<file path="config.mk">
export PLATFORM = sky130hd
export DESIGN_NAME = complement2_seq
export DESIGN_NICKNAME = d
export VERILOG_FILES = /design/src/rtl/complement2_seq.sv
export SDC_FILE = /design/constraint.sdc
export NUM_CORES = 1
export LEC_CHECK = 0
export BUFFER_PORTS_ARGS = -buffer_cell sky130_fd_sc_hd__buf_2
export CORE_MARGIN = 2
export CORE_UTILIZATION = 35
export DETAILED_ROUTE_END_ITERATION = 6
export GPL_ROUTABILITY_DRIVEN = 1
export HOLD_SLACK_MARGIN = 0.1
export PLACE_DENSITY_LB_ADDON = 0.3
export SETUP_SLACK_MARGIN = 0.2
export SLEW_MARGIN = 10
export SYNTH_ARGS = -nofsm -noshare
export SYNTH_HDL_FRONTEND = slang
export SYNTH_SLANG_ARGS = --single-unit
</file>
<file path="constraint.sdc">
create_clock -name clk -period 8 [get_ports clk]
set_clock_uncertainty 0.05 [all_clocks]
set_input_delay 2.4 -clock clk [delete_from_list [all_inputs] [get_ports clk]]
set_output_delay 2.4 -clock clk [all_outputs]
set_load 0.05 [all_outputs]
</file>
<file path="src/rtl/complement2_seq.sv">
// Multi-cycle two's-complement unit: pass, negate, abs and negative-abs of an N-bit operand.
// The operand is processed W bits per cycle, LSB chunk first, with the carry held between chunks.
module complement2_seq #(
  parameter int N = 32,
  parameter int W = 8
) (
  input  logic         clk,
  input  logic         reset,
  input  logic         in_valid,
  output logic         in_ready,
  input  logic [N-1:0] in,
  input  logic [1:0]   mode,
  output logic         out_valid,
  input  logic         out_ready,
  output logic [N-1:0] out,
  output logic         overflow
);

  localparam int K  = N / W;
  localparam int CW = (K > 1) ? $clog2(K) : 1;
  localparam logic [N-1:0] MIN_VAL = {1'b1, {(N-1){1'b0}}};

  generate
    if (N < 2 || W < 1 || W > N || (N % W) != 0) begin : g_bad_params
      $error("complement2_seq: need N >= 2, 1 <= W <= N and N a multiple of W");
    end
  endgenerate

  typedef enum logic [1:0] {IDLE, BUSY, DONE} state_t;

  state_t          state_q, state_d;
  logic [N-1:0]    shift_q, shift_d;
  logic [N-1:0]    out_q, out_d;
  logic            inv_q, inv_d;
  logic            ovf_q, ovf_d;
  logic            carry_q, carry_d;
  logic            out_valid_q, out_valid_d;
  logic            overflow_q, overflow_d;
  logic [CW-1:0]   cnt_q, cnt_d;

  logic            accept_inv;
  logic [W-1:0]    chunk;
  logic [W:0]      sum;
  logic [N-1:0]    sum_ext;
  logic [N-1:0]    shifted;

  // The shift register drains the operand from the bottom while result chunks
  // enter at the top, so after K steps it holds the complete result in place.
  always_comb begin
    accept_inv = 1'b0;
    case (mode)
      2'b00:   accept_inv = 1'b0;
      2'b01:   accept_inv = 1'b1;
      2'b10:   accept_inv = in[N-1];
      default: accept_inv = ~in[N-1];
    endcase

    chunk   = shift_q[W-1:0];
    sum     = {1'b0, (inv_q ? ~chunk : chunk)} + {{W{1'b0}}, carry_q};
    sum_ext = N'(sum[W-1:0]);
    shifted = (shift_q >> W) | (sum_ext << (N - W));

    state_d     = state_q;
    shift_d     = shift_q;
    out_d       = out_q;
    inv_d       = inv_q;
    ovf_d       = ovf_q;
    carry_d     = carry_q;
    out_valid_d = out_valid_q;
    overflow_d  = overflow_q;
    cnt_d       = cnt_q;

    case (state_q)
      IDLE: begin
        if (in_valid) begin
          shift_d = in;
          inv_d   = accept_inv;
          ovf_d   = accept_inv && (in == MIN_VAL);
          carry_d = accept_inv;
          cnt_d   = '0;
          state_d = BUSY;
        end
      end
      BUSY: begin
        shift_d = shifted;
        carry_d = sum[W];
        cnt_d   = cnt_q + 1'b1;
        if (cnt_q == CW'(K - 1)) begin
          out_d       = shifted;
          overflow_d  = ovf_q;
          out_valid_d = 1'b1;
          state_d     = DONE;
        end
      end
      DONE: begin
        if (out_ready) begin
          out_valid_d = 1'b0;
          state_d     = IDLE;
        end
      end
      default: state_d = IDLE;
    endcase
  end

  always_ff @(posedge clk or posedge reset) begin
    if (reset) begin
      state_q     <= IDLE;
      shift_q     <= '0;
      out_q       <= '0;
      inv_q       <= 1'b0;
      ovf_q       <= 1'b0;
      carry_q     <= 1'b0;
      out_valid_q <= 1'b0;
      overflow_q  <= 1'b0;
      cnt_q       <= '0;
    end else begin
      state_q     <= state_d;
      shift_q     <= shift_d;
      out_q       <= out_d;
      inv_q       <= inv_d;
      ovf_q       <= ovf_d;
      carry_q     <= carry_d;
      out_valid_q <= out_valid_d;
      overflow_q  <= overflow_d;
      cnt_q       <= cnt_d;
    end
  end

  assign in_ready  = (state_q == IDLE);
  assign out_valid = out_valid_q;
  assign out       = out_q;
  assign overflow  = overflow_q;

endmodule

</file>
==> run summary, run 1 <==
Status: complete, no violations
Final hold viol count: 0
Post-Route WL: 8410 um
Gate Count Post-Synth: 299
Worst Hold Endpoint: out[26]
Pwr/cell area: 504 nW/um^2
Crit path kind: reg -> out
DR DRC count: 0
First-pass GRT wire length: 13600 um
Arr. time, crit path: 1.30 ns
Syn nets: 340
Sequential Power Share: 34.2%
CTS tree: built
Slew Viols, Final: 0
Syn Area/Cell: 11.9 um^2
Commonest cells post-synth: dfrtp_1, o21ai_1, nand2_1
RR Endpoint: out[8]
Synth area leaders: dfrtp_1, mux2_4, mux2i_1
Total track usage: 16.0%
Die width: 105 um
Yosys reg bits: 73
Fin util: 42.3%
Min cycle time layout: 3.75 ns
Setup violations, final: 0
Vias/cell: 4.92
Count leader, synth: dfrtp_1
Largest area contributor in the netlist: dfrtp_1
Hold crit path type: reg -> reg
Async S/R FF share, synth: 100%
Placed Instances: 487
Fin Setup TNS: 0 ns
Final #Nets: 406
Std cell rows: 36
DRT antenna net count: 0
Avg WL per Cell: 16.7 um
CTS clk-pin slew, worst paths: 0.08 ns
DP Worst Slack: 4.08 ns
Max Fclk: 267 MHz
Hold WS: 0.432 ns
Share of cells above drive strength 1: 32.7%
Slew @ Worst Pin: 1.18 ns
Max-cap violations: 0
Yosys top cell area share: 51.5%
Die ar.: 11000 um^2
Max FO, Critical Path: 9
Synth unique cells: 39
Logic pwr share: 49.2%
Synth Cell Area: 3550 um^2
Post_cts resized: 0
Sw frac: 45.7%
Via count: 2473
Non-filler instance count after layout: 503
Worst setup margin: 4.25 ns
Overflow after GRT: 0
Number of CTS-inserted buffers: 9
Maximum vdd drop: 225 uV
Die H: 105 um
CTS sink count: 73
Final Total Pwr: 2.09 mW
Leak pwr: 1.99 nW
I/O pin count: 73
DP Wirelength: 5820 um
Area after DPL: 3920 um^2
RSZ-0062 raised after global routing: false
Pin count of the biggest net entering global routing: 74
Ant diodes: 0
Reg2reg path depth: 3
Min-delay src: out[26]
Core area: 9820 um^2
DRT iter0 DRCs: 152
Setup bufs post-CTS: 0
Area growth, synth to finish: 17.1%
Clk root buf: clkbuf_8
Post-synth EDFFs: 0
Pre-antenna DRT Iters: 4
Switch Pwr: 957 uW
Worst EP required: 5.55 ns
Vias in the first global route: 2475
Crit start category: flop
Dominant synthesized flop cell: dfrtp_1
Clock buffer depth: 2
Crit. End Element: primary output
Relative slew slack: 21.1%
RR Startpoint: state_q[0]
Buffers on Ports: 72
Post-synthesis sequential area ratio: 51.5%
CTS Hold Bufs: 0
Clk_lat worst skew: 0.35 ns
Initial Util: 36.1%
R2R setup slack: 5.15 ns
Final Cycle Share: 46.8%
Design area: 4150 um^2
Pint: 1.14 mW
Yosys warns: 0
Gpl congestion: 0.805
Fillers: 973
Hold Path Stages: 2
Clock share of power: 16.6%
Antenna violations before repair: 0
H-tree levels: 3
==> sequential cells by signal, summed over array words and instances (netlist names) <==
name / flops
cnt_q: 2
carry_q: 1
out: 32
shift_q: 32
out_valid: 1
overflow: 1
state_q: 2
inv_q: 1
ovf_q: 1
==> power by group through the flow <==
stage	logic, mW	registers, mW	clock network (mW)
floorplan	0.625	0.923	0
global route	1.11	0.744	0.371
CTS	1.04	0.717	0.355
finish	1.03	0.716	0.348
global placement	1.02	0.716	0
detailed placement	1.03	0.720	0
==> cell usage in the layout (no fill, tap or decap), drive strengths merged, types with 2 or more instances in the layout <==
cell type / instances
a21oi: 7
a22oi: 4
buf: 73
bufinv: 3
clkbuf: 11
clkinv: 2
dfrtp: 73
ha: 3
inv: 3
mux2: 28
mux2i: 28
nand2: 41
nand2b: 3
nand4: 2
nor2: 7
nor3: 2
nor3b: 2
nor4: 7
nor4b: 2
o211ai: 3
o21ai: 45
xnor2: 5
xor2: 5
==> critical path: stages (launching register included) <==
cell and delay, ns:
dfrtp_1 0.51, nor2_4 0.17, buf_2 0.27
==> routing by layer <==
layer | vias up | global-route usage (%) | share of wire (%)
met4 | 0 | 3.71 | 0.94
met1 | 1211 | 22.6 | 49
met5 | - | 0 | 0
met2 | 68 | 24.5 | 46
met3 | 9 | 4.43 | 4.3
li1 | 1185 | - | -
==> area by class of cell <==
class	count	area, um^2	area share [%]
inverter	3	11.3	0.271
clock buffer	11	131	3.16
tap	133	166	4.01
sequential	73	1830	44.0
timing repair buffer	73	368	8.86
multi-input combinational	205	1550	37.2
clock inverter	5	104	2.50
==> cell families (layout without fill, tap and decap cells) <==
logic type,count (synthesis),in the layout,share of synthesized area (%)
simple gates,72,72,10.1
fa+ha+maj,3,3,1.06
flops,73,73,51.5
mux,56,56,19.6
buf+inv,21,92,4.94
compound gates,64,64,10.3
xor+xnor,10,10,2.47
==> how the worst max path moves through the flow <==
stage	startpoint	to	slack, ns	depth (start not counted)
4_1_cts	state_q[1]	in_ready	4.24	2
2_1_floorplan	reset	carry_q	3.70	1
3_5_place_dp	in_valid	shift_q[3]	4.08	4
3_3_place_gp	in_valid	shift_q[3]	4.12	4
6_report	state_q[1]	in_ready	4.25	2
5_1_grt	state_q[1]	in_ready	4.19	2
No activity file was read; power rests on OpenSTA's default activity.
==> run 2, diff against run 1 <==
- clock period: 8 -> 3.9 ns (I/O delays scaled with it)
==> run summary, run 2 (same netlist as run 1, synthesis figures left out) <==
Clock buffer depth: 2
Share of cells above drive strength 1: 33.6%
Number of CTS-inserted buffers: 9
Pwr/cell area: 1030 nW/um^2
Buffers on Ports: 72
RSZ-0062 raised after global routing: false
Commonest non-fill, non-tap cell in the layout: dfrtp_1
Max FO, Critical Path: 9
Min cycle time layout: 2.51 ns
Clk_lat worst skew: 0.35 ns
Arr. time, crit path: 1.29 ns
Total track usage: 16.2%
Initial Util: 36.1%
Post_cts resized: 0
Area growth, synth to finish: 17.7%
Non-filler instance count after layout: 505
Crit. End Element: primary output
Die ar.: 11000 um^2
Vias in the first global route: 2555
I/O pin count: 73
Hold crit path type: reg -> reg
Antenna violations before repair: 0
Fin Setup TNS: 0 ns
Relative slew slack: 35.2%
Clk root buf: clkbuf_8
Via count: 2469
Vias/cell: 4.89
Overflow after GRT: 0
Placed Instances: 489
Leak pwr: 1.99 nW
Max Fclk: 398 MHz
CTS tree: built
Std cell rows: 36
CTS Hold Bufs: 0
DP Wirelength: 5970 um
Setup violations, final: 0
Max-cap violations: 0
Ant diodes: 0
Fillers: 975
Crit start category: flop
Setup bufs post-CTS: 0
Most frequent cells in the layout: dfrtp_1, buf_2, o21ai_1
Crit path kind: reg -> out
Avg WL per Cell: 16.4 um
CTS sink count: 73
Maximum vdd drop: 489 uV
Final hold viol count: 0
Final Cycle Share: 64.4%
Gpl congestion: 0.818
Die H: 105 um
Pre-antenna DRT Iters: 4
DRT antenna net count: 0
DRT iter0 DRCs: 132
Final #Nets: 408
H-tree levels: 3
Slew Viols, Final: 0
Pin count of the biggest net entering global routing: 57
Core area: 9820 um^2
Worst EP required: 2.68 ns
First-pass GRT wire length: 13700 um
Status: complete, no violations
Die width: 105 um
Slew @ Worst Pin: 0.971 ns
Post-Route WL: 8290 um
CTS clk-pin slew, worst paths: 0.08 ns
DR DRC count: 0
run 2: path summary, 6_finish.rpt:
check | from | endpoint | slack, ns | cells after the start
worst max-delay path | state_q[1] | in_ready | 1.39 | 2
worst min-delay path | out[26] | out[26] | 0.44 | 2
worst max register to register | state_q[0] | out[16] | 1.54 | 4
worst min register to register | out[26] | out[26] | 0.44 | 2
max in group asynchronous | reset | shift_q[4] | 2.19 | 3
min in group asynchronous | reset | out[10] | 0.81 | 2
run 2: critical path, stage by stage (launching register included):
cell and delay (ns):
dfrtp_1 0.51, nor2_4 0.16, buf_2 0.27
run 2: stage by stage:
step                total power, mW  hold slack, ns  utilization, %  instance area (um^2)  worst slack, ns
global route                   4.60           0.472            42.5                  4180             1.32
detailed placement             3.61           0.425            40.1                  3930             1.22
floorplan                      3.18           0.404               -                  3550            0.827
global placement               3.57           0.416            40.1                  3930             1.26
finish                         4.29           0.440            42.5                  4180             1.39
CTS                            4.34           0.443            42.5                  4180             1.37
run 2: per-layer routing:
layer  GRT usage, %  vias up  share of wire [%]
li1               -     1190                  -
met4           3.81        0                1.0
met3           5.43        6                5.3
met1           22.3     1202                 48
met5              0        -                  0
met2           24.9       71                 45
run 2: area by class of cell:
class,count,area (um^2),share of cell area [%]
well taps,133,166,3.98
clock inverters,7,119,2.85
clock buffers,9,124,2.97
multi-input cells,205,1550,37.0
repair buffers,75,383,9.17
inverters,3,11.3,0.270
flip-flops and latches,73,1830,43.7
run 2: where the power goes:
part | internal (mW) | switching (mW)
clock | 0.425 | 0.289
combinational | 0.786 | 1.33
sequential | 1.12 | 0.341
total | 2.33 | 1.96
==> run 3, diff against run 2 <==
- clock period: 3.9 -> 2.19 ns (I/O delays scaled with it)
==> run summary, run 3 (same netlist as run 1, synthesis figures left out) <==
Status: complete, no violations
Via count: 2511
Gpl congestion: 0.818
Core area: 9820 um^2
Hold WS: 0.348 ns
Clk root buf: clkbuf_8
Min cycle time layout: 1.89 ns
Clk_lat worst skew: 0.35 ns
Fin util: 42.9%
Post_cts resized: 1
Die ar.: 11000 um^2
Maximum vdd drop: 798 uV
Clock buffer depth: 2
Max Fclk: 529 MHz
I/O pin count: 73
Slew @ Worst Pin: 0.675 ns
Crit path kind: reg -> out
Ant diodes: 0
Crit-path cells: nor2_4 -> buf_4
CTS clk-pin slew, worst paths: 0.08 ns
Arr. time, crit path: 1.18 ns
Post-Route WL: 8510 um
Vias in the first global route: 2571
DRT antenna net count: 0
Die H: 105 um
Crit. End Element: primary output
Sw frac: 46.9%
Max-cap violations: 0
Max FO, Critical Path: 9
Number of CTS-inserted buffers: 9
Share of cells above drive strength 1: 35.4%
Area of the multi-input gates: 1590 um^2
Buffers on Ports: 72
Pin count of the biggest net entering global routing: 74
Initial Util: 36.1%
Design area: 4210 um^2
Final #Nets: 410
Area growth, synth to finish: 18.6%
Logic pwr share: 52.2%
Pwr/cell area: 1800 nW/um^2
First-pass GRT wire length: 13800 um
Vias/cell: 4.96
Setup bufs post-CTS: 0
Pint: 4.02 mW
Leak pwr: 1.99 nW
CTS tree: built
Switch Pwr: 3.55 mW
DRT iter0 DRCs: 132
Total track usage: 16.2%
Clock share of power: 13.4%
Slew Viols, Final: 0
Sequential Power Share: 34.4%
Setup violations, final: 0
Worst stage delay on the critical path: 0.49 ns
DP Wirelength: 6030 um
Overflow after GRT: 0
Most frequent cells in the layout: dfrtp_1, buf_2, o21ai_1
Std cell rows: 36
Pre-antenna DRT Iters: 4
DR DRC count: 0
Hold crit path type: in -> async
CTS Hold Bufs: 0
Final Cycle Share: 86.4%
H-tree levels: 3
Slowest CP cell: dfrtp_2
Worst EP required: 1.48 ns
Register area: 1830 um^2
CTS sink count: 73
Fillers: 980
Crit start category: flop
Final hold viol count: 0
Antenna violations before repair: 0
RSZ-0062 raised after global routing: false
Fin Setup TNS: 0 ns
Area after DPL: 3980 um^2
Die width: 105 um
Avg WL per Cell: 16.8 um
Relative slew slack: 55.0%
run 3: metrics by stage:
| stage | std cells | power (mW) | worst slack [ns] |
|---|---|---|---|
| final | 506 | 7.57 | 0.299 |
| after global placement | 491 | 6.43 | 0.260 |
| after CTS | 506 | 7.55 | 0.208 |
| after detailed placement | 491 | 6.50 | 0.215 |
| after floorplan | 299 | 5.66 | 0.203 |
| after global routing | 506 | 8.08 | 0.218 |
run 3: path summary, 6_finish.rpt:
path | to | cells past startpoint | startpoint | slack (ns)
min in group clk | cnt_q[0] | 1 | cnt_q[0] | 0.43
worst max-delay path | in_ready | 2 | state_q[1] | 0.30
worst max register to register | shift_q[26] | 7 | inv_q | 0.34
max in group asynchronous | out[14] | 3 | reset | 1.42
worst min register to register | cnt_q[0] | 1 | cnt_q[0] | 0.43
worst min-delay path | out[20] | 3 | reset | 0.35
run 3: power groups by stage:
stage / Clock (mW) / Sequential, mW / Combinational, mW
final: 1.02 / 2.60 / 3.95
after global routing: 1.11 / 2.69 / 4.28
after CTS: 1.05 / 2.58 / 3.92
after detailed placement: 0 / 2.60 / 3.90
after global placement: 0 / 2.59 / 3.84
after floorplan: 0 / 3.37 / 2.28
run 3: layout make-up:
class	count	area share, %
flip-flops and latches	73	43.5
inverters	3	0.357
multi-input cells	205	37.7
repair buffers	77	10.1
clock inverters	6	1.43
clock buffers	9	2.94
well taps	133	3.95
run 3: critical path, delay by kind of cell, from the launching register on:
family / cells / cell delay (ns)
buffers and inverters: 1 / 0.21
AND/OR/NAND/NOR: 1 / 0.15
flip-flops: 1 / 0.49
run 3: metal layers:
metal	up-vias	wire length (um)	global-route usage [%]
li1	1194	-	-
met1	1236	4120	23.1
met2	73	3890	24.3
met3	8	421	4.93
met4	0	85	3.14
met5	-	0	0
